==> src/rtl/prefetch_pkg.sv <==
// Shared types and helpers for the instruction prefetch buffer.
// Entry layout and count-width helper used by the fetch front end.
package prefetch_pkg;

    localparam int XLEN        = 32;
    localparam int INSTR_BYTES = 4;

    typedef struct packed {
        logic [XLEN-1:0] pc;
        logic [XLEN-1:0] instr;
    } fetch_entry_t;

    // Occupancy counters need one extra bit to represent "full"
    function automatic int cnt_width(input int depth);
        return $clog2(depth) + 1;
    endfunction

endpackage

==> src/rtl/inst_prefetch_buffer_sync_fifo.sv <==
// Circular FIFO with wrap-extended pointers, synchronous clear
// and occupancy count; read data is the combinational head.
module sync_fifo #(
    parameter int WIDTH = 32,
    parameter int DEPTH = 4,
    localparam int AW = (DEPTH > 1) ? $clog2(DEPTH) : 1
) (
    input  logic             clk,
    input  logic             reset,
    input  logic             clear,
    input  logic             push,
    input  logic             pop,
    input  logic [WIDTH-1:0] wdata,
    output logic [WIDTH-1:0] rdata,
    output logic [AW:0]      count,
    output logic             full
);

    logic [WIDTH-1:0] mem [2**AW];
    logic [AW:0]      wptr;
    logic [AW:0]      rptr;
    logic             do_push;
    logic             do_pop;

    assign count   = wptr - rptr;
    assign full    = (count == (AW+1)'(DEPTH));
    assign do_pop  = pop && (count != '0);
    // A pop frees the slot in the same cycle, so push-while-full is fine then
    assign do_push = push && (!full || do_pop);
    assign rdata   = mem[rptr[AW-1:0]];

    always_ff @(posedge clk or negedge reset) begin
        if (!reset) begin
            wptr <= '0;
            rptr <= '0;
            for (int i = 0; i < 2**AW; i++) begin
                mem[i] <= '0;
            end
        end else if (clear) begin
            wptr <= '0;
            rptr <= '0;
        end else begin
            if (do_push) begin
                mem[wptr[AW-1:0]] <= wdata;
                wptr              <= wptr + 1'b1;
            end
            if (do_pop) begin
                rptr <= rptr + 1'b1;
            end
        end
    end

endmodule

==> src/rtl/inst_prefetch_buffer.sv <==
// Instruction prefetch queue: credit-based in-order fetch issue,
// PC tagging of responses, and flush redirect with response discard.
module inst_prefetch_buffer
    import prefetch_pkg::*;
#(
    parameter int               size            = XLEN,
    parameter int               DEPTH           = 4,
    parameter int               MAX_OUTSTANDING = 2,
    parameter logic [size-1:0]  RESET_PC        = '0
) (
    input  logic                        clk,
    input  logic                        reset,
    input  logic                        flush_i,
    input  logic [size-1:0]             flush_pc_i,
    output logic                        imem_req_o,
    output logic [size-1:0]             imem_addr_o,
    input  logic                        imem_ready_i,
    input  logic                        imem_rvalid_i,
    input  logic [size-1:0]             imem_rdata_i,
    output logic                        inst_valid_o,
    output logic [size-1:0]             inst_o,
    output logic [size-1:0]             pc_o,
    input  logic                        inst_ready_i,
    output logic [cnt_width(DEPTH)-1:0] count_o
);

    localparam int CW = cnt_width(DEPTH);
    localparam int OW = $clog2(MAX_OUTSTANDING + 1);
    localparam int TW = ((MAX_OUTSTANDING > 1) ? $clog2(MAX_OUTSTANDING) : 1) + 1;
    localparam logic [size-1:0] ALIGN_MASK = ~(size'(INSTR_BYTES - 1));

    typedef struct packed {
        logic [size-1:0] pc;
        logic [size-1:0] instr;
    } entry_t;

    logic [size-1:0] fetch_pc;
    logic [OW-1:0]   outstanding;
    logic [OW-1:0]   discard;
    logic [CW-1:0]   count;
    logic [TW-1:0]   tag_count;
    logic [size-1:0] tag_pc;
    entry_t          head;
    entry_t          wentry;
    logic            accept;
    logic            rsp;
    logic            tag_pop;
    logic            tag_full;
    logic            buf_push;
    logic            buf_pop;
    logic            buf_full;

    // Credits: in-flight plus buffered never exceeds buffer capacity
    assign imem_req_o = reset && !flush_i
                     && (int'(outstanding) < MAX_OUTSTANDING)
                     && (int'(count) + int'(outstanding) < DEPTH);

    assign accept   = imem_req_o && imem_ready_i;
    assign rsp      = imem_rvalid_i && (outstanding != '0);
    assign tag_pop  = rsp && (discard == '0);
    assign buf_push = tag_pop && !flush_i;
    assign buf_pop  = inst_valid_o && inst_ready_i && !flush_i;
    assign wentry   = {tag_pc, imem_rdata_i};

    assign imem_addr_o  = fetch_pc;
    assign inst_valid_o = (count != '0);
    assign inst_o       = head.instr;
    assign pc_o         = head.pc;
    assign count_o      = count;

    sync_fifo #(
        .WIDTH ($bits(entry_t)),
        .DEPTH (DEPTH)
    ) u_buf (
        .clk   (clk),
        .reset (reset),
        .clear (flush_i),
        .push  (buf_push),
        .pop   (buf_pop),
        .wdata (wentry),
        .rdata (head),
        .count (count),
        .full  (buf_full)
    );

    sync_fifo #(
        .WIDTH (size),
        .DEPTH (MAX_OUTSTANDING)
    ) u_tag (
        .clk   (clk),
        .reset (reset),
        .clear (flush_i),
        .push  (accept),
        .pop   (tag_pop),
        .wdata (fetch_pc),
        .rdata (tag_pc),
        .count (tag_count),
        .full  (tag_full)
    );

    always_ff @(posedge clk or negedge reset) begin
        if (!reset) begin
            fetch_pc    <= RESET_PC;
            outstanding <= '0;
            discard     <= '0;
        end else begin
            outstanding <= outstanding + OW'(accept) - OW'(rsp);
            if (flush_i) begin
                fetch_pc <= flush_pc_i & ALIGN_MASK;
                discard  <= outstanding - OW'(rsp);
            end else begin
                if (accept) begin
                    fetch_pc <= fetch_pc + size'(INSTR_BYTES);
                end
                if (rsp && (discard != '0)) begin
                    discard <= discard - OW'(1);
                end
            end
        end
    end

    always @(posedge clk) begin
        if (reset) begin
            assert (!(buf_push && buf_full && !buf_pop));
            assert (!(accept && tag_full));
            assert (!(imem_rvalid_i && (outstanding == '0)));
            assert (!(tag_pop && (tag_count == '0)));
        end
    end

endmodule

==> config.mk <==
export PLATFORM = sky130hd
export DESIGN_NAME = inst_prefetch_buffer
export DESIGN_NICKNAME = d
export VERILOG_FILES = /design/src/rtl/prefetch_pkg.sv /design/src/rtl/inst_prefetch_buffer_sync_fifo.sv /design/src/rtl/inst_prefetch_buffer.sv
export SDC_FILE = /design/constraint.sdc
export NUM_CORES = 1
export LEC_CHECK = 0
export BUFFER_PORTS_ARGS = -buffer_cell sky130_fd_sc_hd__buf_2
export CAP_MARGIN = 20
export CORE_MARGIN = 4
export CORE_UTILIZATION = 39
export CTS_CLUSTER_DIAMETER = 30
export DETAILED_ROUTE_END_ITERATION = 10
export GPL_ROUTABILITY_DRIVEN = 0
export GPL_TIMING_DRIVEN = 0
export SYNTH_ARGS = -nofsm -noshare
export SYNTH_HDL_FRONTEND = slang
export SYNTH_SLANG_ARGS = --single-unit
==> constraint.sdc <==
create_clock -name clk -period 4.7 [get_ports clk]
set_input_delay 0.235 -clock clk [delete_from_list [all_inputs] [get_ports clk]]
set_output_delay 0.235 -clock clk [all_outputs]
set_load 0.1 [all_outputs]
-- After elaboration in Yosys (flattened, before gate mapping)
Cells that the tools add are included.
- flip-flop bits (word level): 366
- input bits: 70
- output and inout port bits: 101
- add/subtract/negate cells: 12
- magnitude comparators: 8
- equality and inequality tests: 2
- muxes and demuxes: 24
- bitwise logic cells: 5
- reductions and logical operators: 34
- operators with widths (kind ; count):
    $bwmux 256 ; 1
    $mux 32 ; 6
    $mux 64 ; 3
    $bmux 64 s2 ; 1
    $demux 64 s2 ; 1
    $bwmux 64 ; 1
    $add 32x3->32 const B ; 1
    $demux 32 s1 ; 1
    $reduce_bool 2->1 ; 9
    $logic_and 1x1->1 ; 16
    $mux 2 ; 6
    $mux 3 ; 4
    $add 3x1->3 const B ; 2
    $ge 3x3->1 const B ; 2
    $not 2->3 ; 2
    $add 2x1->2 const B ; 2
    $add 3x2->4 ; 1
    $ge 2x2->1 const B ; 2
    $lt 4x3->1 const B ; 1
    $not 1->2 ; 2
    $reduce_and 2->1 ; 2
    $sub 2x1->2 ; 2
    $eq 3x3->1 const B ; 1
    $logic_not 1->1 ; 3
    12 further kinds ; 13

-- Longest topological paths before layout
- depth after elaboration: 9
- gate-level depth with buffers: 15
- depth with buffers taken out: 13

-- Cells and area by module
A second synthesis with hierarchy kept.
- cells, all modules: 1122
- area, all modules: 16936.2 um2
- modules (own cells, without submodules) (module ; times used ; cells an instance ; area an instance (um2)):
    sync_fifo (u_buf) ; 1 ; 669 ; 11544.8
    sync_fifo (u_tag) ; 1 ; 202 ; 3208.1
    inst_prefetch_buffer ; 1 ; 251 ; 2183.3

-- Worst setup path after synthesis
Ideal clock, no wire load.
- path type: flip-flop to flip-flop
- start point: register u_buf.rptr[1]
- end point: register outstanding[1]
- library setup time: 0.123 ns
- arrival: 4.150 ns
- path slack: 0.427 ns
- stages on the path, launching flop included: 16
- path buffers: 4
- period minus slack after synthesis: 4.273 ns
- path through: dfrtp_1 > clkbuf_1 > clkbuf_1 > inv_1 > fa_1 > ha_1 > nand3b_1 > and4_4 > inv_2 > clkbuf_1 > buf_2 > ha_1 > inv_1 > ha_1 > xnor2_1 > xnor2_1
- longest elaborated chain between the ends: 7
- RTL lines (item ; line ; source):
    from (decl) ; inst_prefetch_buffer_sync_fifo.sv:21 ; logic [AW:0] rptr;
    from (signal assigned) ; inst_prefetch_buffer_sync_fifo.sv:48 ; rptr <= rptr + 1'b1;
    $sub 3x3->3 ; inst_prefetch_buffer_sync_fifo.sv:25 ; assign count = wptr - rptr;
    named net count_o[1] ; inst_prefetch_buffer.sv:24 ; output logic [cnt_width(DEPTH)-1:0] count_o
    $add 3x2->4 ; inst_prefetch_buffer.sv:56 ; && (int'(count) + int'(outstanding) < DEPTH);
    $lt 4x3->1 ; inst_prefetch_buffer.sv:56 ;
    $logic_and 1x1->1 ; inst_prefetch_buffer.sv:56 ;
    $logic_and 1x1->1 ; inst_prefetch_buffer.sv:58 ; assign accept = imem_req_o && imem_ready_i;
    $add 2x1->2 ; inst_prefetch_buffer.sv:107 ; outstanding <= outstanding + OW'(accept) - OW'(rsp);
    $sub 2x1->2 ; inst_prefetch_buffer.sv:107 ;
    to (signal assigned) ; inst_prefetch_buffer.sv:107 ;
    to (decl) ; inst_prefetch_buffer.sv:38 ; logic [OW-1:0] outstanding;
The timed path passes the listed nets, and every way through them passes these cells.
A chain may end at the register's enable or synchronous reset.

-- Worst setup path in the final report
- start point: register u_buf.rptr[1]
- end point: register outstanding[1]
- longest elaborated chain between the ends: 7
- RTL lines (item ; line):
    $sub 3x3->3 ; inst_prefetch_buffer_sync_fifo.sv:25
    $add 3x2->4 ; inst_prefetch_buffer.sv:56
    $lt 4x3->1 ; inst_prefetch_buffer.sv:56
    $logic_and 1x1->1 ; inst_prefetch_buffer.sv:56
    $logic_and 1x1->1 ; inst_prefetch_buffer.sv:58
    $add 2x1->2 ; inst_prefetch_buffer.sv:107
    $sub 2x1->2 ; inst_prefetch_buffer.sv:107
Every way passes these cells.

==> flow_summary.yaml <==
final_layout:
  final_nets: 1614
  layout_common_cells: "dfrtp_1 (352), buf_2 (203), mux2_2 (157)"
  n_antenna_cell: 0
  finalNonFillerCells: 2121
  drive_above_1_share_pct: 37.7
  final_core_util_pct: 52.3
  final_common_cell: "dfrtp_1"
  areaGrowthSynthToFinish_pct: 32.1
drt:
  drcViolationCount: 0
  routed-via-count: 11110
  firstDrtPassIters: 5
  drt-initial-drc-count: 673
  vias_per_cell: 5.24
  antenna_left: 0
  drt-total-wl_mm: 41.1
  wl_per_cell_um: 19.4
setup_path:
  required_ns: 5.19
  critPathLaunchType: "flip-flop"
  critPathArrivalTime_ns: 4.87
  cp_max_fo: 10
  worstSetupPathType: "flip-flop to flip-flop"
  crit_path_end_kind: "flip-flop"
  ff2ff_setup_slack_ns: 0.32
global_routing:
  antenna_found_initial: 1
  grt.overflow.total: 0
  grt_pass1_wl_mm: 66.0
  grt_pass1_vias: 11950
  gr-usage-all-layers_pct: 18.9
  grt_max_degree: 124
power:
  peakVddDrop_uv: 372
  p_per_area_nw_per_um2: 750
  p_leak_nw: 9.74
clocking:
  cts_setup_buffers: 0
  clk_pin_slew_ns: 0.04
  cts-root-buf: "clkbuf_16"
  cts_buffer_depth: 3
  cts_buffers: 79
  cts_tree: "done"
  cts_num_sinks: 352
  htreeDepth: 3
  worst_skew_pair.late_latency_ns: 0.58
logic_synthesis:
  synth_top_family_by_area: "multiplexers"
  synth_top_area_cell: "dfrtp_1"
  synth_xor_area_share_pct: 1.27
  yosys.area.top_type_share_pct: 55.9
  yosys_warnings: 0
  syn_avg_cell_area_um2: 12.9
  synth_cell_types: 48
  synthArstFlopShare_pct: 100
  synth_edf_count: 0
  synth_area_um2: 15800
  yosys.area_share.simple_pct: 7.49
  synth_adder_area_share_pct: 1.08
  yosysSeqAreaShare_pct: 55.9
  synth_cells: 1217
  synth-seq-cells: 352
  synth_top_cells_by_area: "dfrtp_1 (56%), mux2_2 (11%), mux4_2 (8.9%)"
  synthFlopType: "dfrtp_1"
  synthMuxAreaShare_pct: 24.9
  synth-compound-area-share_pct: 6.39
sta:
  post-route-min-period_ns: 4.38
  skew_ns: 0.0249
  setup_viol: 0
  tightestPinTransition_ns: 0.944
  slew_viol_final: 0
  rsz0062_at_grt: "no"
  setup_ws_ns: 0.318
  period_share_pct: 93.2
  fmax_mhz: 228
  hold_viol: 0
  slew_headroom_pct: 37.0
place:
  place_ws_ns: 0.168
  hpwl_mm: 27.3
  placedCellCount: 1911
  io_buffers: 164
job:
  drv_cap: 0
floorplan:
  row_count: 73
  coreArea_um2: 39800
  io_pins: 171
  dieWidth_um: 209
  start_util_pct: 39.6
  dieArea_um2: 43700
  dieHeight_um: 209
run_status:
  status: "complete, no violations"
hold_path:
  hold_path.class: "input port to flip-flop"
worst paths after layout:
path / start / to / cells past startpoint
max: u_buf.rptr[1]$_DFFE_PN0P_ / outstanding[1]$_DFF_PN0_ / 15
min: imem_rvalid_i / discard[0]$_DFFE_PN0P_ / 4
min reg2reg: u_tag.mem[17]$_DFFE_PN0P_ / u_tag.mem[17]$_DFFE_PN0P_ / 2
max in group asynchronous: reset / u_tag.mem[45]$_DFFE_PN0P_ / 3
min in group asynchronous: reset / u_buf.mem[210]$_DFFE_PN0P_ / 2
max reg2reg: u_buf.rptr[1]$_DFFE_PN0P_ / outstanding[1]$_DFF_PN0_ / 15
metal layers:
layer / wire [um] / GRT usage [%] / share of wire [%] / vias to the layer above
met5: 13 / 0 / 0.032 / -
met3: 2130 / 4.32 / 5.2 / 91
met2: 19600 / 30.4 / 48 / 354
li1: - / - / - / 5055
met1: 18100 / 25.3 / 44 / 5608
met4: 1250 / 6.80 / 3.0 / 2
area by class of cell:
cell class	count	area (um^2)
fillers	3418	19000
flip-flops and latches	352	8810
multi-input cells	766	6490
clock buffers	104	2260
repair buffers	230	1530
well taps	525	657
clock inverters	42	594
plain buffers	86	412
inverters	16	60.1
flip-flops by register name, indices dropped and copies added, names as in the netlist:
signal,count
u_buf.wptr,3
imem_addr_o,30
u_tag.rptr,2
outstanding,2
u_buf.mem,248
u_tag.mem,60
u_buf.rptr,3
u_tag.wptr,2
discard,2
Yosys cell counts (15+ instances only):
cell type and number:
a21oi_1 129, buf_2 40, clkbuf_1 25, dfrtp_1 352, inv_1 15, mux2_2 157
mux2_4 24, mux2i_1 36, mux4_2 62, nand2_1 43, nand3_1 21, nor2_1 143
o21ai_0 29
report_power, final:
part           leakage, nW  internal (W)  switching (W)
registers             4.66       0.00371       0.000386
clock network         1.39       0.00405        0.00174
logic                 3.69       0.00146        0.00427
cell families (layout without fill, tap and decap cells):
logic type	after synthesis	after routing
fa+ha+maj	13	13
simple gates	264	264
compound gates	182	182
mux	282	282
buf+inv	102	478
xor+xnor	21	21
flops	352	352
other cells	1	4
repair_timing:
action,in CTS,in global routing
hold endpoints to repair,268,0
endpoints found under the setup margin,0,1
gates resized for setup,0,2
hold buffers,64,0
critical path, stage by stage, from the launching register on:
cell	delay, ns
dfrtp_1	0.34
clkbuf_1	0.52
clkbuf_2	0.41
inv_1	0.11
fa_1	0.59
ha_1	0.22
nor4b_1	0.35
and4_4	0.33
inv_2	0.07
clkbuf_1	0.24
buf_2	0.28
ha_1	0.30
inv_1	0.04
ha_1	0.17
xnor2_1	0.17
xnor2_1	0.14
per-stage QoR:
stage	cell area (um^2)	hold slack (ns)	total power, W	setup TNS [ns]
floorplan	15800	-0.0606	0.00874	0
global placement	17200	0.446	0.00975	-1489.67
detailed placement	17300	0.374	0.00984	0
CTS	20800	0.136	0.0158	0
global route	20800	0.196	0.0162	0
finish	20800	0.167	0.0156	0
(Power assumes the default switching activity.)
